`config.mk`:
```
export PLATFORM = sky130hd
export DESIGN_NAME = parallel_to_serial
export DESIGN_NICKNAME = d
export VERILOG_FILES = /design/src/rtl/parallel_to_serial.sv
export SDC_FILE = /design/constraint.sdc
export NUM_CORES = 1
export LEC_CHECK = 0
export ABC_AREA = 0
export BUFFER_PORTS_ARGS = -buffer_cell sky130_fd_sc_hd__buf_4
export CORE_ASPECT_RATIO = 1.2
export CORE_MARGIN = 10
export CORE_UTILIZATION = 25
export CTS_CLUSTER_SIZE = 10
export DETAILED_ROUTE_END_ITERATION = 8
export PLACE_DENSITY_LB_ADDON = 0.25
export REMOVE_ABC_BUFFERS = 1
export SLEW_MARGIN = 20
export SYNTH_ARGS = -nofsm -noshare
export SYNTH_HDL_FRONTEND = slang
export SYNTH_SLANG_ARGS = --single-unit
```
`constraint.sdc`:
```
create_clock -name clk -period 3.5 [get_ports clk]
set_clock_uncertainty 0.05 [all_clocks]
set_input_delay 0.7 -clock clk [delete_from_list [all_inputs] [get_ports clk]]
set_output_delay 0.7 -clock clk [all_outputs]
set_load 0.1 [all_outputs]
```
`src/rtl/parallel_to_serial.sv`:
```
// parallel_to_serial: word-to-bitstream converter, LSB first.
// Valid/ready word input, valid/ready bit output with last marker.
//
// Ports:
//   clk            clock, rising edge
//   rst            async reset, active low
//   parallel_valid upstream word present
//   parallel_data  upstream word
//   parallel_ready word can be taken this cycle
//   serial_valid   serial_data holds a valid bit
//   serial_data    current bit
//   serial_last    current bit is the word MSB
//   serial_ready   downstream takes the bit
//   busy           a word is loaded and not fully sent
module parallel_to_serial #(
  parameter int width = 8
) (
  input  logic             clk,
  input  logic             rst,
  input  logic             parallel_valid,
  input  logic [width-1:0] parallel_data,
  output logic             parallel_ready,
  output logic             serial_valid,
  output logic             serial_data,
  output logic             serial_last,
  input  logic             serial_ready,
  output logic             busy
);

  localparam int cw = $clog2(width);
  localparam logic [cw-1:0] last_idx = cw'(width - 1);

  typedef enum logic {
    IDLE,
    SHIFT
  } state_t;

  state_t           state;
  logic [width-1:0] sreg;
  logic [cw-1:0]    cnt;

  logic shifting;
  logic at_last;
  logic take_word;
  logic take_bit;

  assign shifting = (state == SHIFT);
  assign at_last  = shifting && (cnt == last_idx);

  assign serial_valid = shifting;
  assign serial_data  = shifting & sreg[0];
  assign serial_last  = at_last;
  assign busy         = shifting;

  // Ready on the last consumed bit lets the next word follow with no bubble.
  assign parallel_ready = !shifting || (at_last && serial_ready);

  assign take_word = parallel_valid && parallel_ready;
  assign take_bit  = shifting && serial_ready;

  always_ff @(posedge clk or negedge rst) begin
    if (!rst) begin
      state <= IDLE;
      sreg  <= '0;
      cnt   <= '0;
    end else if (take_word) begin
      state <= SHIFT;
      sreg  <= parallel_data;
      cnt   <= '0;
    end else if (take_bit) begin
      if (at_last) begin
        state <= IDLE;
        sreg  <= '0;
        cnt   <= '0;
      end else begin
        sreg <= {1'b0, sreg[width-1:1]};
        cnt  <= cnt + cw'(1);
      end
    end
  end

endmodule

```
==> results of run 1 <==
==> cells by family (layout without fill, tap and decap cells) <==
family | after synthesis | after routing | share of synthesized area, %
and+or+nand+nor | 19 | 19 | 17.82
buffers and inverters | 4 | 21 | 4.564
AOI/OAI and AO/OA | 11 | 11 | 17.39
muxes | 2 | 2 | 3.696
adders and majority gates | 2 | 2 | 4.347
DFF | 12 | 12 | 52.17
==> flip-flops by register name, indices dropped and copies added (netlist names) <==
register	count
sreg	8
busy	1
cnt	3
==> synthesized netlist by cell type <==
cell,n,area (sq um)
o21ai_1,1,5.000
and3_1,7,43.79
a22o_1,1,8.760
buf_4,1,7.510
ha_1,2,25.02
buf_6,1,11.26
dfrtp_1,12,300.3
inv_1,1,3.750
mux2_2,1,11.26
a21boi_2,1,11.26
clkbuf_1,1,3.750
a221o_1,7,70.07
nor2b_1,2,12.51
mux2i_1,1,10.01
or2_2,1,6.260
o21ai_0,1,5.000
and2_1,2,12.51
nand3_1,1,5.000
nand2_1,6,22.52
==> final timing paths <==
check / from / end / cells past startpoint
max: cnt[0] / parallel_ready / 5
max reg2reg: cnt[0] / sreg[5] / 5
max in group asynchronous: rst / sreg[4] / 1
min reg2reg: cnt[2] / cnt[2] / 2
min in group clk: cnt[2] / cnt[2] / 2
min: rst / sreg[0] / 1
==> power by group through the flow <==
stage	combinational, W	sequential [W]	clock (W)
after floorplan	0.000153	0.000219	0
after global routing	0.000237	0.000215	0.000124
after global placement	0.000213	0.000211	0
after CTS	0.000216	0.000209	0.000115
after detailed placement	0.000215	0.000211	0
final	0.000213	0.000209	0.000111
==> final cells by class <==
type | count | area [sq um]
flip-flops and latches | 12 | 300.3
well taps | 31 | 38.79
fillers | 248 | 1486
inverters | 1 | 3.754
multi-input cells | 34 | 249.0
repair buffers | 16 | 120.1
clock buffers | 4 | 36.28
==> stage by stage <==
stage                     util [%]  worst slack [ns]  hold slack, ns  instance area [sq um]  instances
after CTS                    33.48             1.190          0.2011                  748.2         98
final                        33.48             1.215          0.2069                  748.2         98
after global routing         33.48             1.143          0.1938                  748.2         98
after global placement       31.86             1.496          0.4069                  711.9         94
after detailed placement     31.86             1.483          0.4178                  711.9         94
after floorplan                  -            0.2613          0.3544                  553.0         47
==> layout by cell type (no fill, tap or decap) <==
cell type  count
o21ai_0        1
dfrtp_1       12
a221o_1        7
nor2b_1        2
inv_1          1
mux2_2         1
buf_4         16
ha_1           2
clkbuf_4       3
a22o_1         1
and3_1         7
o21ai_1        1
nand3_1        1
or2_2          1
a21boi_2       1
nand2_1        6
clkbuf_8       1
mux2i_1        1
and2_1         2
==> worst max-delay path: stages, from the launching register on <==
cell and delay [ns]:
dfrtp_1 0.40, ha_1 0.21, ha_1 0.21, a21boi_2 0.16
inv_1 0.05, buf_4 0.23
==> routing by layer <==
metal / wire length (um) / up-vias / part of all wire (%)
met5: 0 / - / 0
met4: 17 / 0 / 1.2
met3: 84 / 2 / 6.1
met2: 624 / 16 / 45
met1: 658 / 218 / 48
li1: - / 219 / -
==> flow_metrics.env, run 1 <==
export IMPL_cp_data_arrival_time_ns=1.53
export IMPL_ctsRootBufferMaster="clkbuf_4"
export IMPL_internal_power_w=0.0003206
export IMPL_drt_iter0_drc=11
export IMPL_grt_start_max_net_pins=13
export IMPL_core_area_sq_um=2235
export IMPL_n_antenna_cell=0
export IMPL_top_usage_layer="met2"
export IMPL_clock_sinks=12
export IMPL_post_route_period_util_pct=65.28
export IMPL_fin_crit_ns=2.285
export IMPL_row_count=19
export IMPL_area_delta_synth_final_pct=30.00
export IMPL_swShare_pct=39.82
export IMPL_slew_violations=0
export IMPL_worst_pin_slew_ns=0.8805
export IMPL_viasPerCell=4.643
export IMPL_gr_usage_met3_pct=2.308
export IMPL_chipWidth_um=63.80
export IMPL_layout_drive_gt1_share_pct=34.33
export IMPL_numPortBuffers=16
export IMPL_grt_pass1_wl_mm=2.352
export IMPL_p_leak_nw=0.4009
export IMPL_first_global_vias=488
export IMPL_power_density_nw_per_um2=712.0
export IMPL_routabilityCongestion=0.6670
export IMPL_grt_use_met2_pct=9.192
export IMPL_max_cap_violations=0
export IMPL_use_met1_pct=8.007
export IMPL_synth_area_sq_um=575.6
export IMPL_outcome="completed"
export IMPL_comb_power_share_pct=39.9
export IMPL_hp_class="in -> async"
export IMPL_yosys_warnings=0
export IMPL_ys_types=19
export IMPL_cp_start_kind="flip-flop"
export IMPL_die_h_um=72.56
export IMPL_power_frac_seq_pct=39.2
export IMPL_hold_viol_final=0
export IMPL_vias=455
export IMPL_postRouteAntennaNets=0
export IMPL_grt_total_usage_pct=6.486
export IMPL_synth_seq_area_share_pct=52.17
export IMPL_rsz0062_at_grt="no"
export IMPL_dr_pass1_iters=3
export IMPL_p_total_w=0.0005327
export IMPL_cts_tree="done"
export IMPL_postSynthAreaPerCell_sq_um=11.51
export IMPL_clock_latency_ns=0.27
export IMPL_r2r_slack_ns=1.76
export IMPL_path_class="reg -> out"
export IMPL_netlist_instances=50
export IMPL_cts_buffer_depth=2
export IMPL_post_cts_buffers=0
export IMPL_ioPinCount=17
export IMPL_cts_clk_slew_worst_paths_ns=0.08
export IMPL_peakVddDrop_v=0.0002499
export IMPL_timing_fmax_mhz=437.6
export IMPL_htree_levels=1
export IMPL_wl_mm=1.385
export IMPL_switchingPower_w=0.0002121
export IMPL_grt_ovfl_total=0
export IMPL_die_area_sq_um=4629
export IMPL_setup_tns_ns=0
export IMPL_finalSetupViolCount=0
export IMPL_wl_per_cell_um=14.13
export IMPL_end_kind="primary output"
export IMPL_post_cts_resized=0
export IMPL_relSlewSlack_pct=39.62
export IMPL_drc_errors=0
export IMPL_cts_buffers=3
export IMPL_ctsHoldBuffers=0
export IMPL_initial_core_util_pct=25.76
export IMPL_worstPathMaxFanout=3
export IMPL_fin_nets=82
export IMPL_required_ns=2.75
export IMPL_synth_seq_cells=12
export IMPL_clkPwrFrac_pct=20.9
export IMPL_hpwl_mm=1.002
export IMPL_grt_antenna_before_repair=0
No activity file was read; power rests on OpenSTA's default activity.
==> run 2, diff against run 1 <==
--- a/config.mk
+++ b/config.mk
@@ -5,7 +5,7 @@
 export SDC_FILE = /design/constraint.sdc
 export NUM_CORES = 1
 export LEC_CHECK = 0
-export ABC_AREA = 0
+export ABC_AREA = 1
 export BUFFER_PORTS_ARGS = -buffer_cell sky130_fd_sc_hd__buf_4
 export CORE_ASPECT_RATIO = 1.2
 export CORE_MARGIN = 10
==> constraint.sdc (replaced) <==
create_clock -name clk -period 2.2 [get_ports clk]
set_clock_uncertainty 0.05 [all_clocks]
set_input_delay 0.44 -clock clk [delete_from_list [all_inputs] [get_ports clk]]
set_output_delay 0.44 -clock clk [all_outputs]
set_load 0.1 [all_outputs]
==> run 2 against run 1 <==
Effect of this change: combinational power rose by 92%; synthesized area increased by 20%; register-to-register slack worse by 1.0 ns; cell area rose by 14%; highest routed layer unchanged; clock power rose by 59%; non-clock buffer count increased by 2; worst hold slack improved by 0.15 ns; sequential power grew 64%; setup slack lost 0.98 ns; critical path type unchanged; critical path depth stayed put; clock-buffer cell count unchanged.
==> flow_metrics.env, run 2 <==
export IMPL_outcome="completed"
export IMPL_finalSetupViolCount=0
export IMPL_row_count=20
export IMPL_final_common_cell="nor2_1"
export IMPL_required_ns=1.71
export IMPL_r2r_slack_ns=0.75
export IMPL_synth_seq_cells=12
export IMPL_p_leak_nw=0.4401
export IMPL_ctsRootBufferMaster="clkbuf_4"
export IMPL_slew_violations=0
export IMPL_post_route_period_util_pct=89.20
export IMPL_cts_clk_slew_worst_paths_ns=0.08
export IMPL_max_flop_register="sreg"
export IMPL_ys_types=16
export IMPL_fin_util_pct=33.20
export IMPL_path_class="reg -> out"
export IMPL_cts_buffer_depth=2
export IMPL_hold_path_endpoint="sreg[7]"
export IMPL_r2r_start="cnt[0]"
export IMPL_slowest_stage="dfrtp_1"
export IMPL_setup_tns_ns=0
export IMPL_drc_errors=0
export IMPL_yosys_warnings=0
export IMPL_cp_start_kind="flip-flop"
export IMPL_path_buf_inv=1
export IMPL_cp_top_family="adder cells"
export IMPL_grt_ovfl_total=0
export IMPL_yosysMostFrequentCell="nor2_1"
export IMPL_die_area_sq_um=5267
export IMPL_chipWidth_um=67.94
export IMPL_core_area_sq_um=2577
export IMPL_placedCellCount=134
export IMPL_wl_mm=1.595
export IMPL_max_cap_violations=0
export IMPL_worstPathMaxFanout=3
export IMPL_synth_area_sq_um=689.4
export IMPL_hold_viol_final=0
export IMPL_postSynthAreaPerCell_sq_um=7.746
export IMPL_viasPerCell=4.281
export IMPL_critical_path_cell_count=5
export IMPL_first_global_vias=586
export IMPL_grt_antenna_before_repair=0
export IMPL_routabilityCongestion=0.7407
export IMPL_yosysTopAreaCell="dfrtp_1"
export IMPL_clock_sinks=12
export IMPL_worst_pin_slew_ns=0.4002
export IMPL_clock_latency_ns=0.27
export IMPL_postRouteAntennaNets=0
export IMPL_n_antenna_cell=0
export IMPL_hpwl_mm=1.160
export IMPL_hp_class="in -> reg"
export IMPL_grt_total_usage_pct=6.745
export IMPL_layout_drive_gt1_share_pct=25.47
export IMPL_rr_endpoint="sreg[4]"
export IMPL_dr_pass1_iters=4
export IMPL_grt_start_max_net_pins=13
export IMPL_rsz0062_at_grt="no"
export IMPL_drt_iter0_drc=35
export IMPL_synth_area_top_cells="dfrtp_1, nor2_1, nand3_1"
export IMPL_htree_levels=1
export IMPL_worstHoldStart="parallel_data[7]"
export IMPL_synthArstFlopShare_pct=100.0
export IMPL_ioPinCount=17
export IMPL_area_delta_synth_final_pct=24.14
export IMPL_vias=595
export IMPL_numPortBuffers=16
export IMPL_die_h_um=77.53
export IMPL_relSlewSlack_pct=73.32
export IMPL_cp_data_arrival_time_ns=1.47
export IMPL_crit_chain="ha_1 -> ha_1 -> nand2_1 -> nand2_1 -> buf_4"
export IMPL_cts_tree="done"
export IMPL_synth_seq_area_share_pct=43.56
export IMPL_r2r_cells=7
export IMPL_layout_common_cells="nor2_1, buf_4, nand2_1, dfrtp_1, inv_1"
export IMPL_cts_buffers=3
export IMPL_grt_pass1_wl_mm=2.697
export IMPL_power_density_nw_per_um2=1086
export IMPL_hold_depth=3
export IMPL_ys_flop_type="dfrtp_1"
export IMPL_initial_core_util_pct=26.75
export IMPL_fin_crit_ns=1.962
export IMPL_finalNonFillerCells=139
export IMPL_slowest_delay_ns=0.40
export IMPL_fin_nets=121
export IMPL_timing_fmax_mhz=509.6
export IMPL_peakVddDrop_v=0.0005514
export IMPL_wl_per_cell_um=11.47
export IMPL_end_kind="primary output"
export IMPL_synth_edff_count=0
export IMPL_yosysTopAreaCellShare_pct=43.56
export IMPL_post_cts_buffers=0
export IMPL_synth_common_cells="nor2_1, dfrtp_1, nand2_1"
export IMPL_largest_reg_flops=8
export IMPL_netlist_instances=89
==> run 2: changes by cell type after synthesis, sizes merged, moves of 2 or more <==
cell,change
nand2,+9
a221o,-7
and3,-7
buf,+3
nor2,+21
and2,-2
nor2b,-2
nand3,+9
a21oi,+7
inv,+12
==> run 2: how the worst max path moves through the flow <==
stage,from,to,slack [ns]
final,cnt[0],parallel_ready,0.24
after global routing,cnt[0],parallel_ready,0.12
after CTS,cnt[0],parallel_ready,0.22
after detailed placement,cnt[0],parallel_ready,0.53
after global placement,cnt[0],parallel_ready,0.55
after floorplan,busy,sreg[7],-1.25
==> run 2: stage by stage <==
stage               power [W]  hold WS (ns)  setup slack, ns  area, sq um
finish              0.0009293        0.3530           0.2376        855.8
global route         0.001012        0.3514           0.1163        855.8
CTS                 0.0009449        0.3455           0.2169        855.8
detailed placement  0.0007609        0.2444           0.5310        809.5
global placement    0.0007538        0.2434           0.5463        809.5
floorplan           0.0006584       0.09441           -1.252        640.6
==> run 2: logic make-up (layout without fill, tap and decap cells) <==
kind of cell	Yosys count	count (layout)	synth area share [%]
DFF	12	12	43.56
and+or+nand+nor	46	46	27.95
buffers and inverters	18	35	14.88
AOI/OAI and AO/OA	11	11	9.981
adders and majority gates	2	2	3.629
==> run 2: final cells by class <==
class                           count  area (sq um)
Fill cell                         289          1722
Inverter                           13         53.80
Sequential cell                    12         300.3
Timing Repair Buffer               18         137.6
Clock buffer                        4         36.28
Tap cell                           33         41.29
Multi-Input combinational cell     59         286.5
==> run 2: tightest hold or removal path, delay by kind of cell <==
kind / cells / cell delay [ns]
AND/OR/NAND/NOR: 1 / 0.06
buffers and inverters: 1 / 0.08
AO/OA/AOI/OAI: 1 / 0.07
==> run 2: per-layer routing <==
metal / wire length, um / global-route usage (%) / vias up
li1: - / - / 311
met2: 762 / 10.45 / 11
met5: 0 / 0 / -
met3: 98 / 2.011 / 4
met1: 701 / 7.749 / 269
met4: 33 / 4.234 / 0
==> run 2: what timing repair did <==
item                                   in CTS  in global routing
endpoints found under the hold margin      12                  0
resized for setup                           0                  0
hold buffers                                1                  0
==> run 2: power breakdown <==
part,internal [W],switching (W)
clock network,0.000101,0.0000760
registers,0.000298,0.0000453
logic,0.000132,0.000278
total,0.000530,0.000399
